## src/rtl/io_pkg.sv

```systemverilog
// Shared constants for the board-input path: default conditioner sizing and
// the LSU input-buffer offsets within the 0x7800-0x781F window.
package io_pkg;

   localparam int unsigned IO_SW_WIDTH    = 32;
   localparam int unsigned IO_BTN_WIDTH   = 4;
   localparam int unsigned IO_TICK_CYCLES = 500_000;
   localparam int unsigned IO_DB_TICKS    = 4;

   // LSU input-buffer offsets, relative to the 0x7800 base
   localparam logic [4:0] SWITCH_ADDR = 5'h00;
   localparam logic [4:0] BUTTON_ADDR = 5'h10;

endpackage

```

## src/rtl/debounce_bit.sv

```systemverilog
// One input bit: synchroniser chain followed by a tick-sampled debouncer.
// The level changes only after DB_TICKS consecutive ticks disagree with it.
module debounce_bit
   import io_pkg::*;
#(
   parameter int unsigned SYNC_STAGES = 2,
   parameter int unsigned DB_TICKS    = IO_DB_TICKS
) (
   input  logic i_clk,
   input  logic i_rst,
   input  logic tick,
   input  logic raw,
   output logic level,
   output logic rise
);

   localparam int unsigned    CNT_W    = $clog2(DB_TICKS);
   localparam logic [CNT_W-1:0] CNT_LAST = CNT_W'(DB_TICKS - 1);

   logic [SYNC_STAGES-1:0] chain;
   logic [CNT_W-1:0]       cnt;
   logic                   stb;
   logic                   synced;

   assign synced = chain[SYNC_STAGES-1];
   assign level  = stb;

   // Bring the asynchronous pin into the clock domain
   always_ff @(posedge i_clk or posedge i_rst) begin
      if (i_rst) begin
         chain <= '0;
      end else begin
         chain <= {chain[SYNC_STAGES-2:0], raw};
      end
   end

   // Count consecutive disagreeing samples; accept the new level on the last one
   always_ff @(posedge i_clk or posedge i_rst) begin
      if (i_rst) begin
         stb  <= 1'b0;
         cnt  <= '0;
         rise <= 1'b0;
      end else begin
         rise <= 1'b0;
         if (tick) begin
            if (synced == stb) begin
               cnt <= '0;
            end else if (cnt < CNT_LAST) begin
               cnt <= cnt + CNT_W'(1);
            end else begin
               stb  <= synced;
               cnt  <= '0;
               rise <= synced;
            end
         end
      end
   end

endmodule

```

## src/rtl/io_input_conditioner.sv

```systemverilog
// Conditions raw switches and push-buttons for the LSU input buffer:
// button polarity fix-up, a shared sampling prescaler, and one debouncer per bit.
module io_input_conditioner
   import io_pkg::*;
#(
   parameter int unsigned SW_WIDTH       = IO_SW_WIDTH,
   parameter int unsigned BTN_WIDTH      = IO_BTN_WIDTH,
   parameter int unsigned SYNC_STAGES    = 2,
   parameter int unsigned TICK_CYCLES    = IO_TICK_CYCLES,
   parameter int unsigned DB_TICKS       = IO_DB_TICKS,
   parameter int unsigned BTN_ACTIVE_LOW = 1
) (
   input  logic                 i_clk,
   input  logic                 i_rst,
   input  logic [SW_WIDTH-1:0]  i_sw_raw,
   input  logic [BTN_WIDTH-1:0] i_btn_raw,
   output logic [SW_WIDTH-1:0]  o_io_sw,
   output logic [BTN_WIDTH-1:0] o_io_btn,
   output logic [BTN_WIDTH-1:0] o_btn_press
);

   localparam int unsigned      PRE_W    = $clog2(TICK_CYCLES);
   localparam logic [PRE_W-1:0] PRE_LAST = PRE_W'(TICK_CYCLES - 1);

   logic [PRE_W-1:0]     pre_cnt;
   logic                 tick;
   logic [BTN_WIDTH-1:0] btn_act;
   logic [SW_WIDTH-1:0]  sw_rise_unused;

   assign tick    = (pre_cnt == PRE_LAST);
   assign btn_act = (BTN_ACTIVE_LOW != 0) ? ~i_btn_raw : i_btn_raw;

   // Shared sample-tick prescaler, free-running 0..TICK_CYCLES-1
   always_ff @(posedge i_clk or posedge i_rst) begin
      if (i_rst) begin
         pre_cnt <= '0;
      end else if (tick) begin
         pre_cnt <= '0;
      end else begin
         pre_cnt <= pre_cnt + PRE_W'(1);
      end
   end

   // Switch bits: level only, press pulse not needed
   for (genvar g = 0; g < SW_WIDTH; g++) begin : g_sw
      debounce_bit #(
         .SYNC_STAGES (SYNC_STAGES),
         .DB_TICKS    (DB_TICKS)
      ) u_db (
         .i_clk (i_clk),
         .i_rst (i_rst),
         .tick  (tick),
         .raw   (i_sw_raw[g]),
         .level (o_io_sw[g]),
         .rise  (sw_rise_unused[g])
      );
   end

   // Button bits: active-high level plus press pulse
   for (genvar g = 0; g < BTN_WIDTH; g++) begin : g_btn
      debounce_bit #(
         .SYNC_STAGES (SYNC_STAGES),
         .DB_TICKS    (DB_TICKS)
      ) u_db (
         .i_clk (i_clk),
         .i_rst (i_rst),
         .tick  (tick),
         .raw   (btn_act[g]),
         .level (o_io_btn[g]),
         .rise  (o_btn_press[g])
      );
   end

endmodule

```

## config.mk

```make
export PLATFORM = sky130hd
export DESIGN_NAME = io_input_conditioner
export DESIGN_NICKNAME = d
export VERILOG_FILES = /design/src/rtl/io_pkg.sv /design/src/rtl/debounce_bit.sv /design/src/rtl/io_input_conditioner.sv
export SDC_FILE = /design/constraint.sdc
export NUM_CORES = 1
export LEC_CHECK = 0
export CORE_MARGIN = 2
export CORE_UTILIZATION = 45
export DETAILED_ROUTE_END_ITERATION = 12
export GPL_TIMING_DRIVEN = 1
export HOLD_SLACK_MARGIN = 0.12
export PLACE_DENSITY = 0.63
export SLEW_MARGIN = 20
export SYNTH_ARGS = -nofsm -noshare
export SYNTH_HDL_FRONTEND = slang
export SYNTH_SLANG_ARGS = --single-unit
```

## constraint.sdc

```tcl
create_clock -name i_clk -period 8.8 [get_ports i_clk]
set_input_delay 0.88 -clock i_clk [delete_from_list [all_inputs] [get_ports i_clk]]
set_output_delay 0.88 -clock i_clk [all_outputs]
set_load 0.01 [all_outputs]
```

==> reports/metrics.yaml <==
status: "finished clean"
mostFrequentLayoutCell: "dfrtp_1"
multi_input_area_sq_um: 3180
core_area_sq_um: 19500
place_congestion: 0.679
numPortBuffers: 77
die_x_um: 145
cts_setup_buffers: 0
synthArstFlopShare: 1.00
final_cell_mix: "203 x dfrtp_1, 77 x clkdlybuf4s50_1, 44 x o21ai_0"
finalSetupViolations: 0
max_slew_margin: 0.290
yosysWarnings: 0
rr_worst_depth: 4
worst_setup_path_start_kind: "flip-flop"
ir_drop_mv: 0.114
clk_pin_slew_ps: 60
io_pins: 78
cts_resized: 0
firstDrtPassIters: 4
synthFlopType: "dfrtp_1"
final.setup.tns_ps: 0
dp_cells: 966
min_path_cells: 0
p_total_mw: 1.86
finalNonFillerCells: 1002
finalHoldViolations: 0
syn_avg_cell_area_sq_um: 13.0
endpoint_kind: "flip-flop"
ys_ff_latch: 203
fin_ws_ps: 5800
num_vias: 5151
clock_skew_ps: 7.61
crit_required_ps: 9160
clk_latency_ps: 480
drt_iter0_drc: 328
antenna_cells: 0
fin_crit_sh: 0.341
min_path_type: "reg -> reg"
synth_edf_count: 0
die_h_um: 145
grt_pass1_vias: 5438
synth.net_count: 761
cts_buffers: 21
finalMaxSlewViolations: 0
ctsHoldBuffers: 0
dieArea_sq_um: 20900
crit_fanout: 47
cts_sinks: 203
syn_area_sq_um: 8910
fmax_ghz: 0.333
drt-total-wl_um: 16000
path_class: "reg -> reg"
ys_seq_area_frac: 0.570
grt_first_pass_wirelength_um: 27000
tightest_slew_ps: 1060
rsz0062_at_grt: "false"
gr-usage-all-layers: 0.161
wl_per_cell_um: 16.0
cts.path.max_buffers: 3
rows: 51
grt_max_degree: 140
drive_gt1_frac: 0.185
power_per_cell_area_nw_per_um2: 182
seq_area_sq_um: 5080
antenna_found_initial: 0
dpl_worst_slack_ps: 5720
p_leak_nw: 4.70
finalNetCount: 799
viasPerCell: 5.14
synth.distinct_cells: 36
htree_levels: 1
n_fill_cell: 1615
cts_tree: "done"
cts_root_buf: "clkbuf_16"
drc: 0
ant_nets: 0
syn_inst: 686
dpl.hpwl_um: 9710
area_delta_synth_final_pct: 14.5
overflow: 0
initial_core_util: 0.458
fin_crit_ps: 3000
max-cap-violations: 0
critPathArrivalTime_ps: 3360
-- final timing paths --
path                                        start  slack, ps                     end
min in group asynchronous                   i_rst        980  g_sw[18].u_db.chain[0]
max                                   pre_cnt[12]       5800    g_sw[16].u_db.cnt[1]
min                        g_sw[26].u_db.chain[0]        350  g_sw[26].u_db.chain[1]
min reg2reg                g_sw[26].u_db.chain[0]        350  g_sw[26].u_db.chain[1]
max reg2reg                           pre_cnt[12]       5800    g_sw[16].u_db.cnt[1]
max in group asynchronous                   i_rst       6340    g_sw[27].u_db.cnt[1]
-- through the flow --
step	util	area [sq um]	hold WS, ps
after detailed placement	0.490	9540	335
after global routing	0.524	10200	354
after global placement	0.490	9540	333
after CTS	0.524	10200	348
after floorplan	-	8910	331
final	0.524	10200	347
-- power by group --
| part | leakage, nW | switching [mW] | internal (mW) |
|---|---|---|---|
| combinational | 1.71 | 0.0265 | 0.0217 |
| sequential | 2.66 | 0.00862 | 0.950 |
| clock | 0.330 | 0.343 | 0.509 |
-- flip-flops by register name (all words and copies together), names as in the netlist --
signal,count
g_sw.u_db.level,32
g_btn.u_db.level,4
g_sw.u_db.cnt,64
g_btn.u_db.rise,4
g_btn.u_db.chain,8
pre_cnt,19
g_sw.u_db.chain,64
g_btn.u_db.cnt,8
-- worst max-delay path, cell delays in order (launching register included) --
cell	delay, ps
dfrtp_1	450
nor4b_4	340
and4_4	750
nand2_2	780
o31ai_1	530
-- Yosys cell counts (3+ instances only) --
cell	instances	area (sq um)
nand3_2	29	290
buf_6	5	56.3
o31ai_1	30	225
buf_2	3	15.0
nand3_1	13	65.1
xor2_1	14	123
mux2_1	7	78.8
o21ai_0	44	220
xnor2_1	37	324
clkbuf_1	10	37.5
mux2_4	29	435
mux2_2	30	338
o21ai_1	10	50.1
nor3_1	38	190
nand4_1	4	25.0
ha_1	37	463
dfrtp_1	203	5080
nor2_1	17	63.8
inv_1	35	131
nand2_1	24	90.1
buf_12	4	80.1
buf_4	45	338
-- layer usage --
| metal | part of all wire | track usage | vias up |
|---|---|---|---|
| met3 | 0.041 | 0.0283 | 21 |
| met5 | 0 | 0 | - |
| li1 | - | - | 2402 |
| met4 | 0.016 | 0.0429 | 0 |
| met1 | 0.45 | 0.214 | 2639 |
| met2 | 0.49 | 0.273 | 89 |
-- cell families after synthesis --
family,after synthesis,synth area share
and+or+nand+nor,140,0.0998
xor gates and xnor gates,51,0.0501
AOI/OAI and AO/OA,86,0.0577
adders and majority gates,37,0.0519
DFF,203,0.570
buffers and inverters,102,0.0738
muxes,67,0.0967
-- final cells by class --
cell class | instances | area share
Clock buffer | 31 | 0.0601
Sequential cell | 203 | 0.498
Tap cell | 265 | 0.0325
Multi-Input combinational cell | 381 | 0.312
Clock inverter | 5 | 0.00490
Inverter | 35 | 0.0136
Timing Repair Buffer | 82 | 0.0792
(Power assumes the default switching activity.)
